===== src/rtl/led_chaser_pkg.sv =====
// Shared definitions for the icestick LED chaser: pattern modes, init patterns,
// PWM frame constants and the ring-advance helpers.
package led_chaser_pkg;

  typedef enum logic [1:0] {
    MODE_RUN    = 2'b00,
    MODE_BOUNCE = 2'b01,
    MODE_BINARY = 2'b10,
    MODE_BLINK  = 2'b11
  } mode_e;

  typedef enum logic {
    DIR_UP   = 1'b0,
    DIR_DOWN = 1'b1
  } dir_e;

  localparam logic [3:0] INIT_RUN    = 4'b0001;
  localparam logic [3:0] INIT_BOUNCE = 4'b0001;
  localparam logic [3:0] INIT_BINARY = 4'b0000;
  localparam logic [3:0] INIT_BLINK  = 4'b1111;

  // Fixed PWM frame length; not a module parameter on purpose.
  localparam int         PWM_PERIOD = 15;
  localparam logic [3:0] PWM_LAST   = 4'(PWM_PERIOD - 1);

  function automatic logic [3:0] init_pattern(input mode_e m);
    logic [3:0] p;
    case (m)
      MODE_RUN:    p = INIT_RUN;
      MODE_BOUNCE: p = INIT_BOUNCE;
      MODE_BINARY: p = INIT_BINARY;
      MODE_BLINK:  p = INIT_BLINK;
      default:     p = INIT_RUN;
    endcase
    return p;
  endfunction

  function automatic logic [3:0] rotate_left(input logic [3:0] p);
    return {p[2:0], p[3]};
  endfunction

  // Bounce turns around at the end LEDs before shifting, so 1000 steps to 0100.
  function automatic dir_e bounce_dir(input logic [3:0] p, input dir_e d);
    dir_e r;
    if (p == 4'b1000) begin
      r = DIR_DOWN;
    end else if (p == 4'b0001) begin
      r = DIR_UP;
    end else begin
      r = d;
    end
    return r;
  endfunction

endpackage


===== src/rtl/led_chaser_if.sv =====
// Control and LED pin bundle of the chaser; the board/driver side is master.
interface led_chaser_if;
  logic       en;
  logic [1:0] mode;
  logic [3:0] duty;
  logic       D1;
  logic       D2;
  logic       D3;
  logic       D4;
  logic       D5;
  logic       tick;

  modport master (
    output en,
    output mode,
    output duty,
    input  D1,
    input  D2,
    input  D3,
    input  D4,
    input  D5,
    input  tick
  );

  modport slave (
    input  en,
    input  mode,
    input  duty,
    output D1,
    output D2,
    output D3,
    output D4,
    output D5,
    output tick
  );
endinterface


===== src/rtl/led_prescaler.sv =====
// Enable-gated clock divider: one-cycle step pulse every PRESCALE enabled cycles.
module led_prescaler #(
  parameter int PRESCALE = 3000000
) (
  input  logic clk,
  input  logic rst,
  input  logic en,
  output logic step
);

  localparam int         CW   = (PRESCALE > 1) ? $clog2(PRESCALE) : 1;
  localparam logic [CW-1:0] LAST = CW'(PRESCALE - 1);

  logic [CW-1:0] pscnt_q;
  logic [CW-1:0] pscnt_d;

  // step is qualified by en so dropping en on the terminal count drops the step.
  always_comb begin
    step    = en && (pscnt_q == LAST);
    pscnt_d = pscnt_q;
    if (step) begin
      pscnt_d = '0;
    end else if (en) begin
      pscnt_d = pscnt_q + 1'b1;
    end
  end

  always_ff @(posedge clk) begin
    if (rst) begin
      pscnt_q <= '0;
    end else begin
      pscnt_q <= pscnt_d;
    end
  end

endmodule


===== src/rtl/led_chaser.sv =====
// Ring pattern generator for the icestick LEDs D1..D4 with PWM brightness and
// a D5 heartbeat; every pin is driven straight from a flop.
module led_chaser
  import led_chaser_pkg::*;
#(
  parameter int PRESCALE = 3000000
) (
  input  logic        clk,
  input  logic        rst,
  led_chaser_if.slave bus
);

  logic       step;

  mode_e      mode_q,    mode_d;
  dir_e       dir_q,     dir_d;
  logic [3:0] pattern_q, pattern_d;
  logic       hb_q,      hb_d;
  logic       tick_q,    tick_d;
  logic [3:0] pwm_cnt_q, pwm_cnt_d;
  logic [3:0] duty_q,    duty_d;
  logic [3:0] leds_q,    leds_d;
  logic       d5_q,      d5_d;

  mode_e      mode_in;
  dir_e       bounce_nxt;
  logic       pwm_on;
  logic [3:0] gated;

  led_prescaler #(
    .PRESCALE (PRESCALE)
  ) u_prescaler (
    .clk  (clk),
    .rst  (rst),
    .en   (bus.en),
    .step (step)
  );

  assign mode_in    = mode_e'(bus.mode);
  assign bounce_nxt = bounce_dir(pattern_q, dir_q);
  assign pwm_on     = (duty_q > pwm_cnt_q);

  for (genvar gi = 0; gi < 4; gi++) begin : g_gate
    assign gated[gi] = pattern_q[gi] & pwm_on;
  end

  always_comb begin
    mode_d    = mode_q;
    dir_d     = dir_q;
    pattern_d = pattern_q;
    hb_d      = hb_q;
    tick_d    = step;
    pwm_cnt_d = (pwm_cnt_q == PWM_LAST) ? 4'd0 : pwm_cnt_q + 4'd1;
    duty_d    = (pwm_cnt_q == PWM_LAST) ? bus.duty : duty_q;
    leds_d    = gated;
    d5_d      = hb_q;

    // mode is only looked at on a step, so a pattern never changes mid-step.
    if (step) begin
      hb_d = ~hb_q;
      if (mode_in != mode_q) begin
        mode_d    = mode_in;
        pattern_d = init_pattern(mode_in);
        dir_d     = DIR_UP;
      end else begin
        case (mode_q)
          MODE_RUN: begin
            pattern_d = rotate_left(pattern_q);
          end
          MODE_BOUNCE: begin
            dir_d     = bounce_nxt;
            pattern_d = (bounce_nxt == DIR_UP) ? (pattern_q << 1) : (pattern_q >> 1);
          end
          MODE_BINARY: begin
            pattern_d = pattern_q + 4'd1;
          end
          MODE_BLINK: begin
            pattern_d = ~pattern_q;
          end
          default: begin
            pattern_d = init_pattern(MODE_RUN);
          end
        endcase
      end
    end
  end

  always_ff @(posedge clk) begin
    if (rst) begin
      mode_q    <= MODE_RUN;
      dir_q     <= DIR_UP;
      pattern_q <= INIT_RUN;
      hb_q      <= 1'b0;
      tick_q    <= 1'b0;
      pwm_cnt_q <= 4'd0;
      duty_q    <= 4'd0;
      leds_q    <= 4'd0;
      d5_q      <= 1'b0;
    end else begin
      mode_q    <= mode_d;
      dir_q     <= dir_d;
      pattern_q <= pattern_d;
      hb_q      <= hb_d;
      tick_q    <= tick_d;
      pwm_cnt_q <= pwm_cnt_d;
      duty_q    <= duty_d;
      leds_q    <= leds_d;
      d5_q      <= d5_d;
    end
  end

  assign bus.D1   = leds_q[0];
  assign bus.D2   = leds_q[1];
  assign bus.D3   = leds_q[2];
  assign bus.D4   = leds_q[3];
  assign bus.D5   = d5_q;
  assign bus.tick = tick_q;

endmodule


===== src/flat_wrapper.sv =====
// flat-port wrapper written by rule: the top's interface ports become plain ports
module led_chaser_flat import led_chaser_pkg::*;
#(
  parameter int PRESCALE = 3000000
)
  (clk, rst, bus_en, bus_mode, bus_duty, bus_D1, bus_D2, bus_D3, bus_D4, bus_D5, bus_tick);
  led_chaser_if bus_i ();
  input  logic clk;
  input  logic rst;
  input wire logic [$bits(bus_i.en)-1:0] bus_en;
  input wire logic [$bits(bus_i.mode)-1:0] bus_mode;
  input wire logic [$bits(bus_i.duty)-1:0] bus_duty;
  output wire logic [$bits(bus_i.D1)-1:0] bus_D1;
  output wire logic [$bits(bus_i.D2)-1:0] bus_D2;
  output wire logic [$bits(bus_i.D3)-1:0] bus_D3;
  output wire logic [$bits(bus_i.D4)-1:0] bus_D4;
  output wire logic [$bits(bus_i.D5)-1:0] bus_D5;
  output wire logic [$bits(bus_i.tick)-1:0] bus_tick;
  assign bus_i.en = bus_en;
  assign bus_i.mode = bus_mode;
  assign bus_i.duty = bus_duty;
  assign bus_D1 = bus_i.D1;
  assign bus_D2 = bus_i.D2;
  assign bus_D3 = bus_i.D3;
  assign bus_D4 = bus_i.D4;
  assign bus_D5 = bus_i.D5;
  assign bus_tick = bus_i.tick;
  led_chaser #(.PRESCALE(PRESCALE)) u_core (.clk(clk), .rst(rst), .bus(bus_i));
endmodule

===== config.mk =====
export PLATFORM = sky130hd
export DESIGN_NAME = led_chaser_flat
export DESIGN_NICKNAME = d
export VERILOG_FILES = /design/src/rtl/led_chaser_pkg.sv /design/src/rtl/led_chaser_if.sv /design/src/rtl/led_prescaler.sv /design/src/rtl/led_chaser.sv /design/src/flat_wrapper.sv
export SDC_FILE = /design/constraint.sdc
export NUM_CORES = 1
export LEC_CHECK = 0
export CAP_MARGIN = 15
export CORE_ASPECT_RATIO = 0.6
export CORE_MARGIN = 5
export CORE_UTILIZATION = 60
export CTS_BUF_LIST = sky130_fd_sc_hd__clkbuf_4 sky130_fd_sc_hd__clkbuf_8 sky130_fd_sc_hd__clkbuf_16
export CTS_CLUSTER_SIZE = 40
export DETAILED_ROUTE_END_ITERATION = 6
export MAX_ROUTING_LAYER = met4
export PLACE_DENSITY_LB_ADDON = 0.2
export SYNTH_ARGS = -nofsm -noshare
export SYNTH_HDL_FRONTEND = slang
export SYNTH_HIERARCHICAL = 1
export SYNTH_SLANG_ARGS = --single-unit

===== constraint.sdc =====
create_clock -name clk -period 5.6 [get_ports clk]
set_input_delay 0.56 -clock clk [delete_from_list [all_inputs] [get_ports clk]]
set_output_delay 0.56 -clock clk [all_outputs]
set_load 0.005 [all_outputs]

==> impl_results.rst, run 1 <==
.. list-table::
   :header-rows: 1

   * - Metric
     - Value
   * - Post-synth EDFFs
     - 0
   * - Final clock skew
     - 0.00411 ns
   * - Measured slew at the worst slew-check pin
     - 0.921 ns
   * - Ranking of synthesized cells by area
     - dfxtp_1 36%, ha_1 5.1%, xnor2_1 3.6%, a21oi_1 3.5%, nor2_2 3.3%
   * - Total vias in the final route
     - 2,003
   * - Commonest cells in the netlist
     - 44 x dfxtp_1, 17 x a21oi_1, 16 x nand2_1
   * - Half-perimeter wire length after placement
     - 3.58 mm
   * - Routability congestion estimate from global placement
     - 0.878
   * - Drt drc
     - 0
   * - Fraction of registers with async set or reset after synthesis
     - 0
   * - Count of hold-fix buffers inserted at cts
     - 0
   * - Critical path capture point
     - u_core/u_prescaler/pscnt_q[3]
   * - Vias in the first global route
     - 1,857
   * - Wire length of the first global-routing pass
     - 8.59 mm
   * - Count of clock tree sinks
     - 44
   * - Max IR drop VDD
     - roughly 0.15 mV
   * - RSZ-0062 raised after global routing
     - no
   * - Final setup TNS
     - 0 ns
   * - Average routed wire per standard cell
     - roughly 15 um
   * - Number of buffers added on ports
     - 14
   * - DIE AREA
     - around 5500 um2
   * - Arrival time reported for the critical path endpoint
     - approximately 3 ns
   * - Commonest register cell after synthesis
     - dfxtp_1
   * - Period utilization
     - 0.496
   * - Count of routing violations after the opening detailed-route iteration
     - 98
   * - Average via count per standard cell
     - 6.05
   * - Startpoint type of the worst setup path
     - primary input
   * - Required time of the critical path
     - 5.79 ns
   * - Overall power
     - 573 uW
   * - Clock tree from TritonCTS
     - built
   * - Flip-flop and latch count after synthesis
     - 44
   * - Min cycle time layout
     - 2.78 ns
   * - Startpoint of the most critical hold path
     - u_core/d5_d
   * - Run status
     - complete, no violations
   * - Worst setup path startpoint
     - bus_en
   * - H-Tree Level Count
     - 2
   * - Kind of end point of the critical path
     - register
   * - Worst min path class
     - register to register
   * - Core Region
     - 3790 um2
   * - Rows
     - 17
   * - Launch instance of the worst register-to-register path
     - u_core/u_prescaler/pscnt_q[10]
   * - Cell taking the most area after synthesis
     - dfxtp_1
   * - Count of mapped cells out of synthesis
     - 274
   * - Layout net count
     - 302
   * - Worst R2R Path Depth
     - 5
   * - Utilization of the core after routing
     - 0.706
   * - Power density relative to cell area
     - 214 nW/um2
   * - Post-route insts no fill
     - 331
   * - Largest fanout of any net on the critical path
     - 12
   * - Pin count of the biggest net entering global routing
     - 20
   * - Destination of the worst register-to-register timing path
     - u_core/u_prescaler/pscnt_q[3]
   * - Number of max-slew violations in the final report
     - 0
   * - Synthesis Warnings
     - 6
   * - Netlist Area Pre-Place
     - around 2400 um2
   * - Final Routed Wirelength
     - 4.95 mm
   * - Die outline height
     - 59.4 um
   * - Hold WS
     - 0.489 ns
   * - # IOs
     - 15
   * - Final hold violations
     - 0
   * - Gr usage total
     - 0.204
   * - Chip width
     - 92.3 um
   * - Initial standard-cell utilization of the core
     - 0.644
   * - Fraction of final layout cells sized beyond drive strength 1
     - 0.155
   * - Final setup violation count
     - 0
   * - CTS-repair resized insts
     - 0
   * - Area Overhead vs Synth
     - 9.59%
   * - Count of antenna-violating nets left after detailed routing
     - 0
   * - Sequential share of the synthesized area
     - 0.361
   * - Antenna cells
     - 0
   * - Top cell type's share of synthesized area
     - 0.361
   * - Number of instances in the placed design
     - 323
   * - Register-to-register path setup slack
     - around 3.3 ns
   * - CP Class
     - primary input to register
   * - Max-cap violations
     - 0
   * - Clock edge transition at the registers on the reported setup and hold paths
     - 0.08 ns
   * - Antenna violations before repair
     - 0
   * - Later-pin clock latency in the skew report
     - 0.30 ns
   * - Clock tree buffer depth
     - 2
   * - Detailed-router iteration count before antenna repair
     - 4
   * - Timing-limited maximum frequency
     - 360 MHz
   * - Global route total overflow
     - 0
   * - Post-CTS Setup Inserts
     - 0
   * - CTS Root Cell
     - clkbuf_8
   * - Worst slew slack as a fraction of its limit
     - 0.384
   * - Avg Cell Area, Syn
     - 8.90 um2
   * - Post-synth cell types
     - 54
   * - Most common cell in the synthesized netlist
     - dfxtp_1
   * - Synth Net Count
     - 293
   * - Total CTS buffers
     - 5
   * - Leakage dissipation
     - 0.927 nW
sequential cells by signal (all words and copies together), names as in the netlist:
signal                      cells
u_core/leds_q                   4
u_core/duty_q                   4
u_core/d5_d                     1
u_core/dir_q                    1
u_core/bus.D5                   1
u_core/u_prescaler/pscnt_q     22
u_core/mode_q                   2
u_core/pwm_cnt_q                4
u_core/pattern_q                4
u_core/bus.tick                 1
logic make-up (layout without fill, tap and decap cells):
family / after synthesis / in the layout / share of synthesized area
compound gates: 63 / 63 / 0.184
simple gates: 103 / 103 / 0.255
mux: 6 / 6 / 0.0246
buf+inv: 30 / 40 / 0.0590
flops: 44 / 44 / 0.361
xor+xnor: 18 / 18 / 0.0646
fa+ha+maj: 10 / 10 / 0.0513
metrics by stage:
stage	worst slack [ns]	cell area (um2)
6_report	2.82	2670
4_1_cts	2.85	2670
3_3_place_gp	2.61	2570
5_1_grt	2.66	2670
3_5_place_dp	2.52	2570
2_1_floorplan	3.55	2440
worst min path at each step:
stage | to | slack (ns) | cells after the start
CTS | u_core/bus.D5 | 0.49 | 1
detailed placement | u_core/bus.D5 | 0.47 | 1
global route | u_core/bus.D5 | 0.51 | 1
finish | u_core/bus.D5 | 0.49 | 1
floorplan | u_core/u_prescaler/pscnt_q[21] | 0.45 | 2
global placement | u_core/pwm_cnt_q[3] | 0.47 | 2
cell type report:
cell class / instances / area, um2
Multi-Input combinational cell: 200 / 1420
Fill cell: 293 / 1110
Sequential cell: 44 / 881
Timing Repair Buffer: 16 / 155
Clock buffer: 7 / 90.1
Inverter: 16 / 60.1
Tap cell: 47 / 58.8
Clock inverter: 1 / 7.51
layer usage:
metal,share of wire,global-route usage
met1,0.54,0.296
met4,0.015,0.0803
met3,0.053,0.0482
met2,0.39,0.268
met5,0,-
power breakdown:
part	total (mW)	switching, mW	internal (mW)
clock	0.214	0.109	0.105
combinational	0.0376	0.0206	0.0171
sequential	0.321	0.00477	0.317
critical path: stages:
cell	delay (ns)
clkdlybuf4s50_1	0.59
and3_1	0.35
nand3_4	0.14
o41ai_4	0.89
buf_4	0.37
nor2_2	0.06
cell usage in the layout (no fill, tap or decap), types with 4 or more instances in the layout:
cell,netlist,layout
inv_1,14,14
clkbuf_8,0,6
or3_1,6,6
nor2_2,13,13
clkdlybuf4s50_1,0,14
o21ai_0,11,11
nor3_1,8,8
nor2_1,13,13
a211oi_1,4,4
o21a_1,4,4
a21oi_1,17,17
xor2_1,8,8
nor2b_1,4,4
nand3_1,5,5
mux2i_1,6,6
and3_1,6,6
a21oi_2,7,7
nand2_1,16,16
nand4_1,9,9
dfxtp_1,44,44
ha_1,10,10
xnor2_1,10,10
No activity file was read; power rests on OpenSTA's default activity.
==> run 2, diff against run 1 <==
- CORE_UTILIZATION: 60 -> 59
- clock period: 5.6 -> 2.82 ns (I/O delays scaled with it)
==> run 2 against run 1 <==
Global-route usage barely moved. Flip-flop and latch count unchanged. Total power increased by 110%. Cell count grew 1.5%.
==> impl_results.rst, run 2 (synthesized netlist as in run 1, its figures left out) <==
.. list-table::
   :header-rows: 1

   * - Metric
     - Value
   * - Half-perimeter wire length after placement
     - approximately 3.6 mm
   * - Min cycle time layout
     - 2.09 ns
   * - CTS Root Cell
     - clkbuf_8
   * - Crit-path max cell delay
     - roughly 0.5 ns
   * - Count of hold-fix buffers inserted at cts
     - 0
   * - Rows
     - 18
   * - Run status
     - complete, no violations
   * - Hold EP
     - u_core/bus.D5
   * - Worst slew slack as a fraction of its limit
     - 0.569
   * - Die outline height
     - 59.8 um
   * - Launch instance of the worst register-to-register path
     - u_core/u_prescaler/pscnt_q[9]
   * - Kind of end point of the critical path
     - register
   * - Average via count per standard cell
     - 5.96
   * - Destination of the worst register-to-register timing path
     - u_core/pattern_q[2]
   * - Most frequent standard cell in the layout excluding fill and tap cells
     - dfxtp_1
   * - Fraction of final layout cells sized beyond drive strength 1
     - 0.161
   * - Final setup TNS
     - 0 ns
   * - Clock tree buffer depth
     - 2
   * - Final hold violations
     - 0
   * - Critical Path Slowest Stage Cell
     - clkdlybuf4s50_1
   * - Total CTS buffers
     - 5
   * - Finished layout cell area
     - 2710 um2
   * - Area of the multi-input gates
     - 1420 um2
   * - Overall power
     - 1.22 mW
   * - Required time of the critical path
     - 3.00 ns
   * - Largest fanout of any net on the critical path
     - 6
   * - Number of max-slew violations in the final report
     - 0
   * - Leakage dissipation
     - 0.943 nW
   * - Count of clock tree sinks
     - between 40 and 50
   * - Vias in the first global route
     - 1,826
   * - Wire length of the first global-routing pass
     - 8.75 mm
   * - DIE AREA
     - 5560 um2
   * - Register-to-register path setup slack
     - 0.77 ns
   * - H-Tree Level Count
     - 2
   * - Post-CTS Setup Inserts
     - 0
   * - Gr usage total
     - 0.204
   * - CTS-repair resized insts
     - 0
   * - Area Overhead vs Synth
     - 11.1%
   * - Startpoint type of the worst setup path
     - primary input
   * - Period utilization
     - 0.740
   * - Detailed-router iteration count before antenna repair
     - 4
   * - Final clock skew
     - 0.00725 ns
   * - Pin count of the biggest net entering global routing
     - 23
   * - Measured slew at the worst slew-check pin
     - 0.646 ns
   * - Number of instances in the placed design
     - 328
   * - Routability congestion estimate from global placement
     - 0.859
   * - Count of routing violations after the opening detailed-route iteration
     - 111
   * - Antenna cells
     - 0
   * - Final setup violation count
     - 0
   * - Initial standard-cell utilization of the core
     - 0.602
   * - Arrival time reported for the critical path endpoint
     - 2.26 ns
   * - Area taken by flip-flops and latches
     - 881 um2
   * - Post-route insts no fill
     - 336
   * - Hold Path Cell Cnt
     - 1
   * - Global route total overflow
     - 0
   * - RSZ-0062 raised after global routing
     - no
   * - Final Routed Wirelength
     - between 5 and 6 mm
   * - Number of buffers and inverters on the critical path
     - 2
   * - Max-cap violations
     - 0
   * - Fill cell total of the finished layout
     - ~340
   * - Core Region
     - 4050 um2
   * - Worst R2R Path Depth
     - 7
   * - Timing-limited maximum frequency
     - 479 MHz
   * - CP cell instances
     - clkdlybuf4s50_1 -> and3_1 -> nand3_4 -> nor4_2 -> inv_1 -> a31o_1 -> a211oi_1 -> a221oi_1
   * - Total vias in the final route
     - 2,004
   * - Average routed wire per standard cell
     - 15.2 um
   * - Family with the most delay on the worst path
     - simple AND/OR/NAND/NOR gates
   * - Cell area after placement
     - 2590 um2
   * - CP Class
     - primary input to register
   * - Later-pin clock latency in the skew report
     - around 0.3 ns
   * - Worst min path class
     - register to register
   * - Hold WS
     - 0.483 ns
   * - Number of buffers added on ports
     - 14
   * - Chip width
     - 93 um
   * - Drt drc
     - 0
   * - Startpoint of the most critical hold path
     - u_core/d5_d
   * - Clock edge transition at the registers on the reported setup and hold paths
     - 0.09 ns
   * - Flip-flop count of the largest register after layout
     - 22
   * - # IOs
     - 15
   * - Layout net count
     - about 300
   * - Register containing the most flip-flops in the final layout
     - u_core/u_prescaler/pscnt_q
   * - Power density relative to cell area
     - 449 nW/um2
   * - Count of antenna-violating nets left after detailed routing
     - 0
   * - Commonest cells after routing, fill and taps aside
     - 44 x dfxtp_1, 17 x a21oi_1, 16 x nand2_1
   * - Antenna violations before repair
     - 0
   * - Max IR drop VDD
     - about 0.27 mV
   * - Clock tree from TritonCTS
     - built
run 2: changes by cell type in the layout (fill, tap and decap cells not counted), sizes merged:
cell / change
buf: +2
clkbuf: -2
bufinv: +1
inv: +1
run 2: report_power, final:
group          switching, mW  total (mW)  internal, mW  leakage, nW
clock                  0.233       0.500         0.267       0.0548
combinational         0.0414      0.0767        0.0353        0.533
sequential           0.00957       0.639         0.629        0.355
total                  0.284        1.22         0.931        0.943
run 2: metrics by stage:
step | utilization | setup slack, ns
floorplan | - | 0.913
global placement | 0.640 | 0.485
detailed placement | 0.640 | 0.422
CTS | 0.668 | 0.731
global route | 0.668 | 0.615
finish | 0.668 | 0.732
run 2: cell type report:
type / count / share of cell area
clock buffer: 5 / 0.0254
clock inverter: 3 / 0.0171
tap: 50 / 0.0231
inverter: 16 / 0.0222
timing repair buffer: 18 / 0.0628
multi-input combinational: 200 / 0.524
sequential: 44 / 0.325
run 2: how the worst max path moves through the flow:
| stage | slack, ns | cells after the start | to | from |
|---|---|---|---|---|
| floorplan | 0.91 | 7 | u_core/pattern_q[3] | u_core/u_prescaler/pscnt_q[10] |
| global placement | 0.48 | 8 | u_core/pattern_q[2] | bus_en |
| detailed placement | 0.42 | 8 | u_core/pattern_q[2] | bus_en |
| CTS | 0.73 | 8 | u_core/pattern_q[2] | bus_en |
| global route | 0.61 | 7 | u_core/pattern_q[2] | u_core/u_prescaler/pscnt_q[16] |
| finish | 0.73 | 8 | u_core/pattern_q[2] | bus_en |
run 2: routing by layer:
| layer | track usage | up-vias | wire [um] | share of wire |
|---|---|---|---|---|
| li1 | - | 1008 | - | - |
| met1 | 0.290 | 935 | 2690 | 0.53 |
| met2 | 0.287 | 55 | 2020 | 0.40 |
| met3 | 0.0528 | 6 | 340 | 0.067 |
| met4 | 0.0501 | 0 | 39 | 0.0077 |
| met5 | - | - | 0 | 0 |
==> run 3, diff against run 2 <==
- CORE_UTILIZATION: 59 -> 53
- clock period: 2.82 -> 1.9 ns (I/O delays scaled with it)
==> run 3 against run 2 <==
Cell count rose by 12%. Combinational power rose by 66%. Cell area rose by 10%. Critical path type is now register to register.
==> impl_results.rst, run 3 (synthesized netlist as in run 1, its figures left out) <==
.. list-table::
   :header-rows: 1

   * - Metric
     - Value
   * - Wire length of the first global-routing pass
     - 9.02 mm
   * - Half-perimeter wire length after placement
     - a little under 4 mm
   * - Global route total overflow
     - 0
   * - Average via count per standard cell
     - 5.58
   * - Commonest cells after routing, fill and taps aside
     - 42 x dfxtp_1, 28 x buf_4, 17 x a21oi_1
   * - Fraction of final layout cells sized beyond drive strength 1
     - 0.256
   * - Initial standard-cell utilization of the core
     - 0.540
   * - Met2 Usage GRT
     - 0.241
   * - GR Util met1
     - 0.271
   * - CTS Root Cell
     - clkbuf_8
   * - Final Routed Wirelength
     - 5.34 mm
   * - Global routing usage on met3
     - 0.0535
   * - Required time of the critical path
     - roughly 2.1 ns
   * - Routability congestion estimate from global placement
     - 0.903
   * - Rows
     - 19
   * - Layout net count
     - 330
   * - Hold Path Cell Cnt
     - 1
   * - Most frequent standard cell in the layout excluding fill and tap cells
     - dfxtp_1
   * - Average routed wire per standard cell
     - between 10 and 15 um
   * - Count of routing violations after the opening detailed-route iteration
     - 157
   * - Post-placement setup slack
     - -0.143 ns
   * - Max IR drop VDD
     - roughly 0.35 mV
   * - Core Region
     - approximately 4500 um2
   * - Hold WS
     - 0.486 ns
   * - Min cycle time layout
     - 1.85 ns
   * - Fin worst setup slack
     - 0.0484 ns
   * - H-Tree Level Count
     - 2
   * - DIE AREA
     - 6100 um2
   * - Most crowded layer after global routing
     - met1
   * - Leakage dissipation
     - around 1.1 nW
   * - Measured slew at the worst slew-check pin
     - 0.528 ns
   * - Final setup violation count
     - 0
   * - Crit-path max cell delay
     - 0.37 ns
   * - Antenna cells
     - 0
   * - Final hold violations
     - 0
   * - Timing-limited maximum frequency
     - approximately 540 MHz
   * - Chip width
     - ~100 um
   * - Flip-flop count of the largest register after layout
     - 22
   * - Drt drc
     - 0
   * - Count of clock tree sinks
     - 44
   * - Antenna violations before repair
     - 0
   * - Clock edge transition at the registers on the reported setup and hold paths
     - 0.09 ns
   * - Final clock skew
     - 0.00835 ns
   * - Critical Path Slowest Stage Cell
     - or3_4
   * - Gr usage total
     - 0.182
   * - Total vias in the final route
     - 2,092
   * - Number of max-slew violations in the final report
     - 0
   * - Period utilization
     - 0.975
   * - Area Overhead vs Synth
     - 22.2%
   * - Overall power
     - 1.82 mW
   * - Count of antenna-violating nets left after detailed routing
     - 0
   * - Number of buffers and inverters on the critical path
     - 1
   * - Startpoint type of the worst setup path
     - register
   * - Largest fanout of any net on the critical path
     - 3
   * - Worst min path class
     - register to register
   * - CP cell instances
     - nand2_1 -> or3_4 -> nor4_4 -> inv_2 -> a31o_4 -> a211oi_2 -> a221oi_1
   * - Family with the most delay on the worst path
     - simple AND/OR/NAND/NOR gates
   * - Clock tree buffer depth
     - 2
   * - Total CTS buffers
     - 5
   * - WP depth
     - 7
   * - Kind of end point of the critical path
     - register
   * - Worst R2R Path Depth
     - 7
   * - Max-cap violations
     - 0
   * - Register containing the most flip-flops in the final layout
     - u_core/u_prescaler/pscnt_q
   * - Vias in the first global route
     - approximately 1,900
   * - Later-pin clock latency in the skew report
     - 0.30 ns
   * - Die outline height
     - about 63 um
   * - CP Class
     - register to register
   * - Detailed-router iteration count before antenna repair
     - 4
   * - Clock tree from TritonCTS
     - built
   * - Worst slew slack as a fraction of its limit
     - 0.647
   * - Power density relative to cell area
     - 609 nW/um2
   * - Run status
     - complete, no violations
   * - # IOs
     - 15
   * - Count of hold-fix buffers inserted at cts
     - 0
   * - Number of buffers added on ports
     - 14
   * - Pin count of the biggest net entering global routing
     - 23
   * - Arrival time reported for the critical path endpoint
     - 2.03 ns
==> run 3: cell types whose count changed in the layout (fill, tap and decap cells not counted), sizes merged <==
cell and change:
buf +26
==> run 3: final cells by class <==
class	count	area [um2]
clock inverters	3	46.3
clock buffers	5	68.8
fillers	369	1540
multi-input cells	200	1460
inverters	16	60.1
repair buffers	44	382
well taps	63	78.8
flip-flops and latches	44	883
==> run 3: final timing paths <==
path,from,endpoint,slack (ns)
setup reg to reg,u_core/u_prescaler/pscnt_q[9],u_core/pattern_q[2],0.05
setup / recovery,u_core/u_prescaler/pscnt_q[9],u_core/pattern_q[2],0.05
hold reg to reg,u_core/d5_d,u_core/bus.D5,0.49
hold / removal,u_core/d5_d,u_core/bus.D5,0.49
==> run 3: per-stage QoR <==
| stage | instance area, um2 | util | setup TNS [ns] | cells |
|---|---|---|---|---|
| 2_1_floorplan | 2440 | - | 0 | 274 |
| 3_3_place_gp | 2810 | 0.622 | -0.662 | 366 |
| 3_5_place_dp | 2810 | 0.622 | -1.00 | 366 |
| 4_1_cts | 2930 | 0.648 | 0 | 374 |
| 5_1_grt | 2980 | 0.660 | -0.0630 | 375 |
| 6_report | 2980 | 0.660 | 0 | 375 |
==> run 3: routing by layer <==
metal	share of wire	routed length (um)
met5	0	0
met4	0.0022	12
met3	0.059	317
met2	0.41	2210
met1	0.52	2800
==> run 3: what timing repair did <==
item / CTS / global route
setup buffers: 0 / 1
gates resized for setup: 0 / 10
setup endpoints to repair: 0 / 2
==> run 3: where the power goes <==
group	leakage (nW)	internal [mW]	switching (mW)
clock network	0.0548	0.396	0.347
registers	0.357	0.933	0.0108
logic	0.697	0.0608	0.0662
